## config.mk

```make
export PLATFORM = sky130hd
export DESIGN_NAME = vga_timing_core
export DESIGN_NICKNAME = d
export VERILOG_FILES = /design/src/rtl/vga_pkg.sv /design/src/rtl/vga_delay_line.sv /design/src/rtl/vga_timing_core.sv
export SDC_FILE = /design/constraint.sdc
export NUM_CORES = 1
export LEC_CHECK = 0
export CAP_MARGIN = 30
export CORE_MARGIN = 5
export CORE_UTILIZATION = 49
export CTS_CLUSTER_SIZE = 24
export DETAILED_ROUTE_END_ITERATION = 16
export PLACE_DENSITY_LB_ADDON = 0.12
export SETUP_SLACK_MARGIN = 0.3
export SLEW_MARGIN = 10
export SYNTH_ARGS = -nofsm -noshare
export SYNTH_HDL_FRONTEND = slang
export SYNTH_HIERARCHICAL = 1
export SYNTH_SLANG_ARGS = --single-unit
```

## constraint.sdc

```tcl
create_clock -name clk_100MHz -period 2.2 [get_ports clk_100MHz]
set_input_delay 0.44 -clock clk_100MHz [delete_from_list [all_inputs] [get_ports clk_100MHz]]
set_output_delay 0.44 -clock clk_100MHz [all_outputs]
set_load 0.01 [all_outputs]
```

## src/rtl/vga_pkg.sv

```systemverilog
// Shared VGA timing constants, control bundle and sizing helpers.
// Ports: none (package).
package vga_pkg;

  // 640x480@60, 25.175 MHz class pixel clock
  localparam int unsigned VGA640_H_DISPLAY = 640;
  localparam int unsigned VGA640_H_FRONT   = 16;
  localparam int unsigned VGA640_H_SYNC    = 96;
  localparam int unsigned VGA640_H_BACK    = 48;
  localparam int unsigned VGA640_V_DISPLAY = 480;
  localparam int unsigned VGA640_V_FRONT   = 10;
  localparam int unsigned VGA640_V_SYNC    = 2;
  localparam int unsigned VGA640_V_BACK    = 33;

  // 800x600@60, 40 MHz pixel clock
  localparam int unsigned VGA800_H_DISPLAY = 800;
  localparam int unsigned VGA800_H_FRONT   = 40;
  localparam int unsigned VGA800_H_SYNC    = 128;
  localparam int unsigned VGA800_H_BACK    = 88;
  localparam int unsigned VGA800_V_DISPLAY = 600;
  localparam int unsigned VGA800_V_FRONT   = 1;
  localparam int unsigned VGA800_V_SYNC    = 4;
  localparam int unsigned VGA800_V_BACK    = 23;

  // Raw (active-high) control flags carried down the alignment pipe
  typedef struct packed {
    logic hs;
    logic vs;
    logic vo;
  } vga_ctl_t;

  function automatic int unsigned vga_total(
    input int unsigned disp,
    input int unsigned fp,
    input int unsigned sync,
    input int unsigned bp
  );
    return disp + fp + sync + bp;
  endfunction

  // Bits needed for a counter running 0..total-1
  function automatic int unsigned vga_cnt_width(
    input int unsigned total
  );
    return (total > 1) ? $clog2(total) : 1;
  endfunction

endpackage

```

## src/rtl/vga_delay_line.sv

```systemverilog
// Clock-enabled shift register, DEPTH stages of WIDTH bits; DEPTH=0 is a wire.
// Ports: clk, rst_n (async clear), en (shift), d (in), q (DEPTH stages later).
module vga_delay_line #(
  parameter int unsigned WIDTH = 3,
  parameter int unsigned DEPTH = 1
) (
  input  logic             clk,
  input  logic             rst_n,
  input  logic             en,
  input  logic [WIDTH-1:0] d,
  output logic [WIDTH-1:0] q
);

  if (DEPTH == 0) begin : g_pass
    logic unused_pass;
    assign unused_pass = ^{clk, rst_n, en};
    assign q = d;
  end else begin : g_sr
    logic [DEPTH-1:0][WIDTH-1:0] sr_q;
    logic [DEPTH-1:0][WIDTH-1:0] sr_d;

    always_comb begin
      sr_d = sr_q;
      if (en) begin
        sr_d[0] = d;
        for (int i = 1; i < int'(DEPTH); i++) begin
          sr_d[i] = sr_q[i-1];
        end
      end
    end

    always_ff @(posedge clk or negedge rst_n) begin
      if (!rst_n) begin
        sr_q <= '0;
      end else begin
        sr_q <= sr_d;
      end
    end

    assign q = sr_q[DEPTH-1];
  end

endmodule

```

## src/rtl/vga_timing_core.sv

```systemverilog
// Parametrised VGA timing: pixel divider, H/V counters, strobes, and
// sync/blank/colour aligned to a fixed-latency renderer. Ports: clk_100MHz,
// reset_n, enable, rgb_in -> p_tick, x, y, video_on, line_start,
// frame_start, frame_count, hsync, vsync, red, green, blue.
module vga_timing_core
  import vga_pkg::*;
#(
  parameter int unsigned CLK_DIV    = 4,
  parameter int unsigned H_DISPLAY  = VGA640_H_DISPLAY,
  parameter int unsigned H_FRONT    = VGA640_H_FRONT,
  parameter int unsigned H_SYNC     = VGA640_H_SYNC,
  parameter int unsigned H_BACK     = VGA640_H_BACK,
  parameter int unsigned V_DISPLAY  = VGA640_V_DISPLAY,
  parameter int unsigned V_FRONT    = VGA640_V_FRONT,
  parameter int unsigned V_SYNC     = VGA640_V_SYNC,
  parameter int unsigned V_BACK     = VGA640_V_BACK,
  parameter bit          HS_POL     = 1'b0,
  parameter bit          VS_POL     = 1'b0,
  parameter int unsigned COLOR_BITS = 3,
  parameter int unsigned PIPE_DELAY = 1,
  parameter int unsigned CNT_W      = 10,
  parameter int unsigned FRAME_W    = 8
) (
  input  logic                    clk_100MHz,
  input  logic                    reset_n,
  input  logic                    enable,
  input  logic [3*COLOR_BITS-1:0] rgb_in,
  output logic                    p_tick,
  output logic [CNT_W-1:0]        x,
  output logic [CNT_W-1:0]        y,
  output logic                    video_on,
  output logic                    line_start,
  output logic                    frame_start,
  output logic [FRAME_W-1:0]      frame_count,
  output logic                    hsync,
  output logic                    vsync,
  output logic [COLOR_BITS-1:0]   red,
  output logic [COLOR_BITS-1:0]   green,
  output logic [COLOR_BITS-1:0]   blue
);

  localparam int unsigned H_TOTAL =
    vga_total(H_DISPLAY, H_FRONT, H_SYNC, H_BACK);
  localparam int unsigned V_TOTAL =
    vga_total(V_DISPLAY, V_FRONT, V_SYNC, V_BACK);
  localparam int unsigned DIV_W  = vga_cnt_width(CLK_DIV);
  localparam int unsigned HS_BEG = H_DISPLAY + H_FRONT;
  localparam int unsigned HS_END = HS_BEG + H_SYNC;
  localparam int unsigned VS_BEG = V_DISPLAY + V_FRONT;
  localparam int unsigned VS_END = VS_BEG + V_SYNC;
  localparam int unsigned RGB_W  = 3 * COLOR_BITS;

  logic [DIV_W-1:0]   div_q, div_d;
  logic [CNT_W-1:0]   x_q, x_d;
  logic [CNT_W-1:0]   y_q, y_d;
  logic [FRAME_W-1:0] fc_q, fc_d;
  logic               hs_q, hs_d;
  logic               vs_q, vs_d;
  logic [RGB_W-1:0]   rgb_q, rgb_d;

  logic     tick;
  logic     x_wrap;
  logic     y_wrap;
  vga_ctl_t raw;
  vga_ctl_t dly;

  // reset_n gating keeps the strobe quiet in reset even when CLK_DIV=1
  assign tick   = enable & reset_n &
                  (div_q == DIV_W'(CLK_DIV - 1));
  assign x_wrap = (x_q == CNT_W'(H_TOTAL - 1));
  assign y_wrap = (y_q == CNT_W'(V_TOTAL - 1));

  always_comb begin
    div_d = div_q;
    x_d   = x_q;
    y_d   = y_q;
    fc_d  = fc_q;
    if (enable) begin
      div_d = tick ? '0 : div_q + DIV_W'(1);
    end
    if (tick) begin
      x_d = x_wrap ? '0 : x_q + CNT_W'(1);
      if (x_wrap) begin
        y_d = y_wrap ? '0 : y_q + CNT_W'(1);
        if (y_wrap) begin
          fc_d = fc_q + FRAME_W'(1);
        end
      end
    end
  end

  always_comb begin
    raw    = '0;
    raw.hs = (x_q >= CNT_W'(HS_BEG)) &&
             (x_q <  CNT_W'(HS_END));
    raw.vs = (y_q >= CNT_W'(VS_BEG)) &&
             (y_q <  CNT_W'(VS_END));
    raw.vo = (x_q < CNT_W'(H_DISPLAY)) &&
             (y_q < CNT_W'(V_DISPLAY));
  end

  vga_delay_line #(
    .WIDTH ($bits(vga_ctl_t)),
    .DEPTH (PIPE_DELAY)
  ) u_dly (
    .clk   (clk_100MHz),
    .rst_n (reset_n),
    .en    (tick),
    .d     (raw),
    .q     (dly)
  );

  // Final pin register: sync polarity applied here, colour blanked
  always_comb begin
    hs_d  = hs_q;
    vs_d  = vs_q;
    rgb_d = rgb_q;
    if (tick) begin
      hs_d  = dly.hs ? HS_POL : ~HS_POL;
      vs_d  = dly.vs ? VS_POL : ~VS_POL;
      rgb_d = dly.vo ? rgb_in : '0;
    end
  end

  always_ff @(posedge clk_100MHz or negedge reset_n) begin
    if (!reset_n) begin
      div_q <= '0;
      x_q   <= '0;
      y_q   <= '0;
      fc_q  <= '0;
      hs_q  <= ~HS_POL;
      vs_q  <= ~VS_POL;
      rgb_q <= '0;
    end else begin
      div_q <= div_d;
      x_q   <= x_d;
      y_q   <= y_d;
      fc_q  <= fc_d;
      hs_q  <= hs_d;
      vs_q  <= vs_d;
      rgb_q <= rgb_d;
    end
  end

  assign p_tick      = tick;
  assign x           = x_q;
  assign y           = y_q;
  assign video_on    = raw.vo;
  assign line_start  = tick && (x_q == '0);
  assign frame_start = tick && (x_q == '0) && (y_q == '0);
  assign frame_count = fc_q;
  assign hsync       = hs_q;
  assign vsync       = vs_q;
  assign red         = rgb_q[RGB_W-1 -: COLOR_BITS];
  assign green       = rgb_q[2*COLOR_BITS-1 -: COLOR_BITS];
  assign blue        = rgb_q[COLOR_BITS-1:0];

endmodule

```

# Word level (Yosys, flattened, before mapping)
# Index checks and enable logic that the tools add are counted.
[totals] out_inout_bits=43 wordCells=38 in_bits=12 regBits=44
[op_classes] muxes=6 order_cmp=6 n_addsub=4 n_eq_ne=3 bitwise_logic=2 n_reduce_logical=9
[ops] op="$add A10 B1 Y10 const B" count=2
[ops] op="$eq A10 B10 Y1 const B" count=2
[ops] op="$logic_not A10 Y1" count=2
[ops] op="$lt A10 B10 Y1 const B" count=2
[ops] op="$lt A10 B9 Y1 const B" count=2
[ops] op="$mux W10" count=2
[ops] op="$ge A10 B10 Y1 const B" count=1
[ops] op="$ge A10 B9 Y1 const B" count=1
[ops] op="$mux W9" count=1
[ops] op="$add A8 B1 Y8 const B" count=1
[ops] op="$logic_and A1 B1 Y1" count=5
[ops] op="$reduce_and A3 Y1" count=1
[ops] op="$add A2 B1 Y2 const B" count=1
[ops] op="$and A1 B1 Y1" count=2
[ops] op="$eq A2 B2 Y1 const B" count=1
[ops] op="$mux W1" count=2
[ops] op="$mux W2" count=1
[ops] op="$reduce_and A2 Y1" count=1

# Depth between registers and ports, before layout
# Gate-level depths: netlist of the first run.
[logic_depth] word_depth=4 depth_mapped=7

# Modules after synthesis
# The synthesis of the first run kept the hierarchy.
[by_module_without_submodules] mod="vga_timing_core" n_inst=1 area_per_inst_um2=2054.5 cells_per_inst=206
[by_module_without_submodules] mod="vga_delay_line" n_inst=1 area_per_inst_um2=108.9 cells_per_inst=6

# Worst setup path before layout of the first run
# Ideal clock, no wire load.
[synth_path] path_type="register to output" start="register x_q[4] (netlist: x[4])" end="output port frame_start" stages_incl_launch_ff=5 t_required_ns=1.760 arrival_time_ns=1.781 path_buffers=1 setup_slack_ns=-0.021 cell_sequence="dfrtp_1 buf_2 or4_1 nor4_1 and4_1"
[synth_via] elab_chain_cells=3
[synth_rtl] element="start: declaration" line_no="vga_timing_core.sv:54" rtl="logic [CNT_W-1:0] x_q, x_d;"
[synth_rtl] element="start signal: assignment" line_no="vga_timing_core.sv:128" rtl="x_q <= '0;"
[synth_rtl] element="start signal: assignment" line_no="vga_timing_core.sv:136" rtl="x_q <= x_d;"
[synth_rtl] element="$logic_not A10 Y1"
[synth_rtl] element="$logic_and A1 B1 Y1"
[synth_rtl] element="via line_start" line_no="vga_timing_core.sv:32" rtl="output logic line_start,"
[synth_rtl] element="$logic_and A1 B1 Y1" line_no="vga_timing_core.sv:150" rtl="assign frame_start = tick && (x_q == '0) && (y_q == '0);"
[synth_rtl] element="end: declaration" line_no="vga_timing_core.sv:33" rtl="output logic frame_start,"
# The timed path passes the listed nets, and every way through them passes these cells.

# Worst setup path in the final report of the first run
[layout_path] start="register x_q[7] (netlist: x[7])" end="output port frame_start"
[layout_via] elab_chain_cells=3
[layout_rtl] element="$logic_not A10 Y1" line_no="vga_timing_core.sv:150"
[layout_rtl] element="$logic_and A1 B1 Y1 (2 in series)" line_no="vga_timing_core.sv:150"
# No other way between the ends.

==> metrics.md, run 1 <==
| Metric | Value |
|---|---|
| WL final | ~5600 um |
| Data required time of the worst path | 1760 ps |
| Area Growth Syn to Fin | 53.6% |
| Core area | 4320 sq um |
| Post-synth ARST share | 1.00 |
| Io pins | 55 |
| Vias in the first global route | approximately 1,900 |
| Core Util, Final | 0.769 |
| Die width | 76.4 um |
| Hold WS | 272 ps |
| YS warnings | 6 |
| Register area | 1110 sq um |
| CTS H-Tree Depth | 2 |
| Max_slew headroom | 0.626 |
| Drt initial violations | ~100 |
| Fillers | ~320 |
| Starting density of the core | 0.500 |
| Syn Inst Count | about 210 |
| First-pass GRT wire length | 9140 um |
| Total grt overflow | 0 |
| Fin crit period | 2320 ps |
| Setup WS pre-CTS | -510 ps |
| Crit share post-route | 1.06 |
| Outcome | finished, violations left |
| Critical path type | reg -> out |
| Worst-path fanout max | 2 |
| Failing checks | setup timing |
| Hold_buf cts | 0 |
| Startpoint Class | flip-flop |
| Die area | 5840 sq um |
| Unrepaired setup endpoints after global routing | true |
| Seq/Total Area, Yosys | 0.510 |
| Area after DPL | slightly below 3000 sq um |
| Crit path cell chain | or4_4 > nor4_4 > buf_4 > and4_1 > buf_2 |
| Synth area leader | dfrtp_1 |
| CTS Sinks | 44 |
| Syn nets | 231 |
| Share of layout cells above drive strength 1 | 0.286 |
| Clock root buffer master | clkbuf_8 |
| Worst-Margin Slew | 561 ps |
| CP max stage delay | 550 ps |
| Largest net degree at the start of global routing | 46 |
| Slew Viols, Final | 0 |
| Clock slew at reported path FFs | approximately 80 ps |
| Leading cell type in the layout, fill and taps excluded | clkdlybuf4s50_1 |
| CTS buffer count | 5 |
| Multi-input gate area | 1180 sq um |
| Die height | roughly 76 um |
| VDD IR-drop max | 455 uV |
| Endpoints failing setup | 1 |
| PD cells | just over 700 nW/um^2 |
| CTS tree | built |
| Avg WL per Cell | 15.8 um |
| CP Capture Type | output pin |
| Seq cells post-synth | 44 |
| Site Rows | 24 |
| Count of flip-flops with a built-in enable after synthesis | 0 |
| Fmax | 431 MHz |
| Pwr Total | 2390 uW |
| Vias per cell | between 5 and 6 |
| Worst R2R Path Depth | 6 |
| Final Worst Setup Slack | -122 ps |
| DRC | 0 |
| Clk_lat worst skew | 290 ps |
| Drt first pass iters | 4 |
| Most frequent cells in the layout | clkdlybuf4s50_1 (48), dfrtp_1 (39), nand2_1 (33) |
| DR vias | approximately 1,900 |
| Antenna-violating nets left | 0 |
| Final nets | 322 |
| Max stage delay cell, worst path | or4_4 |
| Final instance area | about 3300 sq um |
| Top FF cell, synth | dfrtp_1 |
| Overall routing resource usage | 0.190 |
| Synthesized area | 2160 sq um |
| Hold Vio Cnt, Final | 0 |
| Skew final | just under 6 ps |
| Netlist cell types | 40 |
| Detailed placement HPWL | 3690 um |
| Yosys top cell area share | 0.486 |
| Syn avg cell area | 10.2 sq um |
| Gpl congestion | 0.784 |
| CP arrival | 1880 ps |
| Buffers added on ports | 54 |
| Initial antenna violation count | 0 |
| P_leak | 0.00153 uW |
| Hold crit path type | in -> async |
| Bufs on Longest Clock Path | 2 |
| Antenna cells | 0 |
| Max_cap viols | 0 |
| Largest cells by area after synthesis | dfrtp_1 (49%), nand2_1 (5.7%), nand3_1 (5.1%) |
-- critical path: cells and delay by family (launching register included) --
| family | cells | cell delay (ps) |
|---|---|---|
| buffers and inverters | 2 | 300 |
| AND/OR/NAND/NOR | 3 | 910 |
| flip-flops | 1 | 380 |
-- cells in the mapped netlist, types with 3 or more instances --
master / n
a21oi_1: 5
and4_1: 5
clkbuf_1: 4
dfrtp_1: 42
ha_1: 7
inv_1: 7
mux2_2: 6
nand2_1: 33
nand3_1: 22
nand4_1: 7
nor2_1: 6
nor3_1: 9
nor4_1: 4
o21ai_0: 9
or3_1: 3
xnor2_1: 6
xor2_1: 11
-- logic make-up (layout without fill, tap and decap cells) --
| group | count (synthesis) | count (layout) | synth area share |
|---|---|---|---|
| buf+inv | 13 | 105 | 0.0231 |
| xor+xnor | 17 | 17 | 0.0688 |
| fa+ha+maj | 7 | 7 | 0.0405 |
| flops | 44 | 44 | 0.510 |
| mux | 7 | 7 | 0.0364 |
| simple gates | 105 | 105 | 0.269 |
| compound gates | 19 | 19 | 0.0521 |
-- report_power, final --
part           leakage (uW)  switching, uW  internal, uW
logic              0.000918            357           457
registers          0.000574            102           975
clock network     0.0000412            275           222
-- state kept, by name, indices dropped and copies added (netlist names) --
signal and count:
hsync 1, x 10, rgb_q 9, vsync 1, y 10, frame_count 8
div_q 2, u_dly/q 3
-- per-layer routing --
layer  part of all wire  wire [um]  global-route usage  vias to the layer above
met5                  0          0                   0                        -
met4              0.016         92              0.0734                        0
met1               0.43       2450               0.251                      937
li1                   -          -                   -                      930
met3              0.043        240              0.0378                        9
met2               0.51       2850               0.306                       53
-- worst paths after layout --
check,from,to,slack [ps]
max in group asynchronous,reset_n,y[9],1520
hold / removal,reset_n,x[2],270
min in group clk_100MHz,u_dly/q[1],vsync,440
hold reg to reg,u_dly/q[1],vsync,440
setup reg to reg,x[5],y[4],240
setup / recovery,x[7],frame_start,-120
-- repair_timing --
action,CTS,global route
setup endpoints to repair,19,22
hold endpoints to repair,0,0
pin swaps,3,18
resized for setup,25,39
cloned,0,2
buffers inserted,1,6
-- per-stage QoR --
step | TNS, ps | std cells
global route | -269 | 356
detailed placement | -2500 | 339
CTS | -120 | 348
global placement | -1690 | 339
finish | -122 | 356
floorplan | 0 | 212
-- layout make-up --
cell class                 count  area share
sequential                    44       0.333
timing repair buffer          90       0.257
clock inverter                 2     0.00377
tap                           52      0.0196
clock buffer                   6      0.0218
inverter                       7     0.00866
multi-input combinational    155       0.356
(Power assumes the default switching activity.)
==> inputs of run 2 (changes only) <==
- ABC_AREA: unset -> 1
- clock period: 2.2 -> 2.4 ns (I/O delays scaled with it)
==> run 2 against run 1 <==
Compared with the run above: the flow now finishes without violations; flip-flop and latch count is the same; total power shrank 5.5%; combinational power shrank 21%; final cell count grew 10%; via count grew 2.4%; sequential share of layout area grew 1.9 points.
==> metrics.md, run 2 <==
| Metric | Value |
|---|---|
| Vias in the first global route | 1,980 (+3.1%) |
| Bufs on Longest Clock Path | 2 (unchanged) |
| CP max stage delay | 400 ps (-150 ps) |
| Yosys top cell area share | 0.457 (-0.0291) |
| Fmax | 472 MHz |
| First-pass GRT wire length | 9020 um (-1.3%) |
| Fin crit period | about 2100 ps |
| Slew Viols, Final | 0 (unchanged) |
| Netlist cell types | 32 (-20%) |
| P_leak | 0.00147 uW (-4.1%) |
| Core area | 4630 sq um (+7.1%) |
| Detailed placement HPWL | 3660 um (-0.66%) |
| YS warnings | 6 (unchanged) |
| Syn avg cell area | 8.52 sq um (-16%) |
| Final Instance Count excl. Fillers | 393 (+10%) |
| Max_slew headroom | 0.629 (+0.00366) |
| Count of flip-flops with a built-in enable after synthesis | 0 (unchanged) |
| Max_cap viols | 0 (unchanged) |
| Fillers | 403 (+27%) |
| Total grt overflow | 0 (unchanged) |
| Hold Vio Cnt, Final | 0 (unchanged) |
| Antenna-violating nets left | 0 (unchanged) |
| Data required time of the worst path | 1920 ps (+160 ps) |
| Die area | 6170 sq um (+5.5%) |
| Clock slew at reported path FFs | 80 ps (about the same) |
| Most frequent cells in the layout | nand2_1 (73), clkdlybuf4s50_1 (48), dfrtp_1 (41) |
| Final instance area | 3140 sq um (-5.6%) |
| Crit share post-route | 0.882 |
| Syn Inst Count | 270 (+27%) |
| CTS Sinks | 44 (unchanged) |
| Area Growth Syn to Fin | 36.3% |
| Hold crit path type | in -> async |
| PD cells | 720 nW/um^2 (+0.20%) |
| DRC | 0 (unchanged) |
| Crit path cell chain | inv_2 > ha_4 > inv_2 > nor2_4 > nand3_2 > nor4_4 > buf_2 |
| CTS H-Tree Depth | 2 (unchanged) |
| Overall routing resource usage | 0.186 (-0.00422) |
| CP bufs+invs | 3 (+1) |
| Die width | 78.5 um (+2.7%) |
| Drt initial violations | 89 (-13%) |
| Largest cells by area after synthesis | dfrtp_1 (46%), nand2_1 (12%), o21ai_0 (4.8%) |
| DR vias | 1,976 (+2.4%) |
| Synthesized area | 2300 sq um (+6.4%) |
| Clk_lat worst skew | 300 ps (about the same) |
| Leading cell type in the layout, fill and taps excluded | nand2_1 |
| Largest net degree at the start of global routing | 45 (-2.2%) |
| Worst-Margin Slew | 556 ps (-5.50 ps) |
| Antenna cells | 0 (unchanged) |
| CP Capture Type | output pin |
| Top FF cell, synth | dfrtp_1 |
| CTS tree | built |
| Worst R2R Path Depth | 8 (+2) |
| Startpoint Class | flip-flop |
| Clock root buffer master | clkbuf_8 |
| Top-count cell post-synth | nand2_1 |
| Vias per cell | 5.03 (-7.2%) |
| Most Frequent Cell on Critical Path | inv_2 |
| Worst reg2reg path endpoint | y[5] |
| Area after DPL | 2940 sq um (-0.68%) |
| CTS buffer count | 5 (unchanged) |
| Initial antenna violation count | 0 (unchanged) |
| Unrepaired setup endpoints after global routing | true |
| Hold_buf cts | 0 (unchanged) |
| Multi-input gate area | 1130 sq um (-4.3%) |
| Die height | 78.5 um (+2.7%) |
| Worst-path fanout max | 2 (unchanged) |
| Critical path type | reg -> out |
| Seq cells post-synth | 44 (unchanged) |
| Starting density of the core | 0.497 (-0.00326) |
| Stages on worst setup path | 7 (+2) |
| Max stage delay cell, worst path | dfrtp_1 |
| Syn nets | 289 (+25%) |
| Seq/Total Area, Yosys | 0.480 (-0.0305) |
| Io pins | 55 (unchanged) |
| Buffers added on ports | 54 (unchanged) |
| CP arrival | 1640 ps (-240 ps) |
| WL final | 5220 um (-7.5%) |
| Outcome | finished clean |
| Share of layout cells above drive strength 1 | 0.162 (-0.124) |
| Skew final | 3.41 ps (-2.38 ps) |
| Pwr Total | 2260 uW (-5.5%) |
| R2R Setup Slk | 750 ps (+510 ps) |
| Placed Instances | 382 (+13%) |
| Hold WS | 300 ps (+28.0 ps) |
| Site Rows | 25 (+4.2%) |
| Critical register-to-register path startpoint | x[0] |
| Setup TNS | 0 ps (+122 ps) |
| Final nets | 357 (+11%) |
| Commonest cells post-synth | nand2_1 (74), dfrtp_1 (42), nor2_1 (28), inv_1 (22), o21ai_0 (22) |
| Register area | 1100 sq um (-0.23%) |
| CP delay by family, top | simple AND/OR/NAND/NOR gates |
| Gpl congestion | 0.842 (+7.4%) |
| Endpoints failing setup | 0 (-1) |
| VDD IR-drop max | 388 uV (-15%) |
| Post-synth ARST share | 1.00 (unchanged) |
| Avg WL per Cell | 13.3 um (-16%) |
| Drt first pass iters | 4 (unchanged) |
| Synth area leader | dfrtp_1 |
[run 2: changes by cell type after synthesis, moves of 4 or more]
cell	previous run	this run
inv_1	7	22
mux2_2	6	1
nor2_1	6	28
and4_1	5	0
nand2_1	33	74
o21ai_0	9	22
xor2_1	11	7
[run 2: how the worst max path moves through the flow]
| stage | end | slack [ps] | startpoint |
|---|---|---|---|
| after floorplan | frame_start | 430 | y[0] |
| final | frame_start | 280 | y[0] |
| after detailed placement | frame_start | -140 | enable |
| after global routing | frame_start | 210 | y[0] |
| after global placement | frame_start | -170 | enable |
| after CTS | frame_start | 260 | enable |
[run 2: timing repair]
item                                    CTS  global route
buffers inserted                          1             2
resized for setup                        16            14
endpoints found under the setup margin    4             3
pin swaps                                 0             4
[run 2: logic make-up (layout without fill, tap and decap cells)]
| group | count (synthesis) | after routing | share of synthesized area |
|---|---|---|---|
| AOI/OAI and AO/OA | 30 | 30 | 0.0734 |
| xor gates and xnor gates | 13 | 13 | 0.0495 |
| adders and majority gates | 7 | 7 | 0.0381 |
| buffers and inverters | 30 | 99 | 0.0538 |
| DFF | 44 | 44 | 0.480 |
| muxes | 1 | 1 | 0.00489 |
| and+or+nand+nor | 145 | 145 | 0.301 |
[run 2: area by class of cell]
class / count / share of cell area
Sequential cell: 44 / 0.352
Timing Repair Buffer: 65 / 0.194
Multi-Input combinational cell: 196 / 0.361
Tap cell: 54 / 0.0215
Clock buffer: 6 / 0.0263
Clock inverter: 2 / 0.0124
Inverter: 26 / 0.0323
[run 2: layer usage]
metal | vias to the layer above | track usage | wire [um]
li1 | 1005 | - | -
met1 | 924 | 0.227 | 2330
met2 | 39 | 0.313 | 2610
met3 | 8 | 0.0367 | 181
met4 | 0 | 0.0857 | 88
met5 | - | 0 | 0
[run 2: worst reg2reg max path: cells and delay by family, from the launching register on]
family                     cells  cell delay (ps)
DFF                            1              380
xor gates and xnor gates       1              150
buffers and inverters          1              120
and+or+nand+nor                5              720
adders and majority gates      1              190
[run 2: metrics by stage]
stage	setup slack, ps	utilization
detailed placement	-143	0.635
finish	283	0.677
global placement	-167	0.635
CTS	261	0.666
global route	210	0.677
floorplan	429	-
[run 2: power by group]
group / switching, uW / internal (uW)
registers: 111 / 900
logic: 291 / 352
clock network: 263 / 340
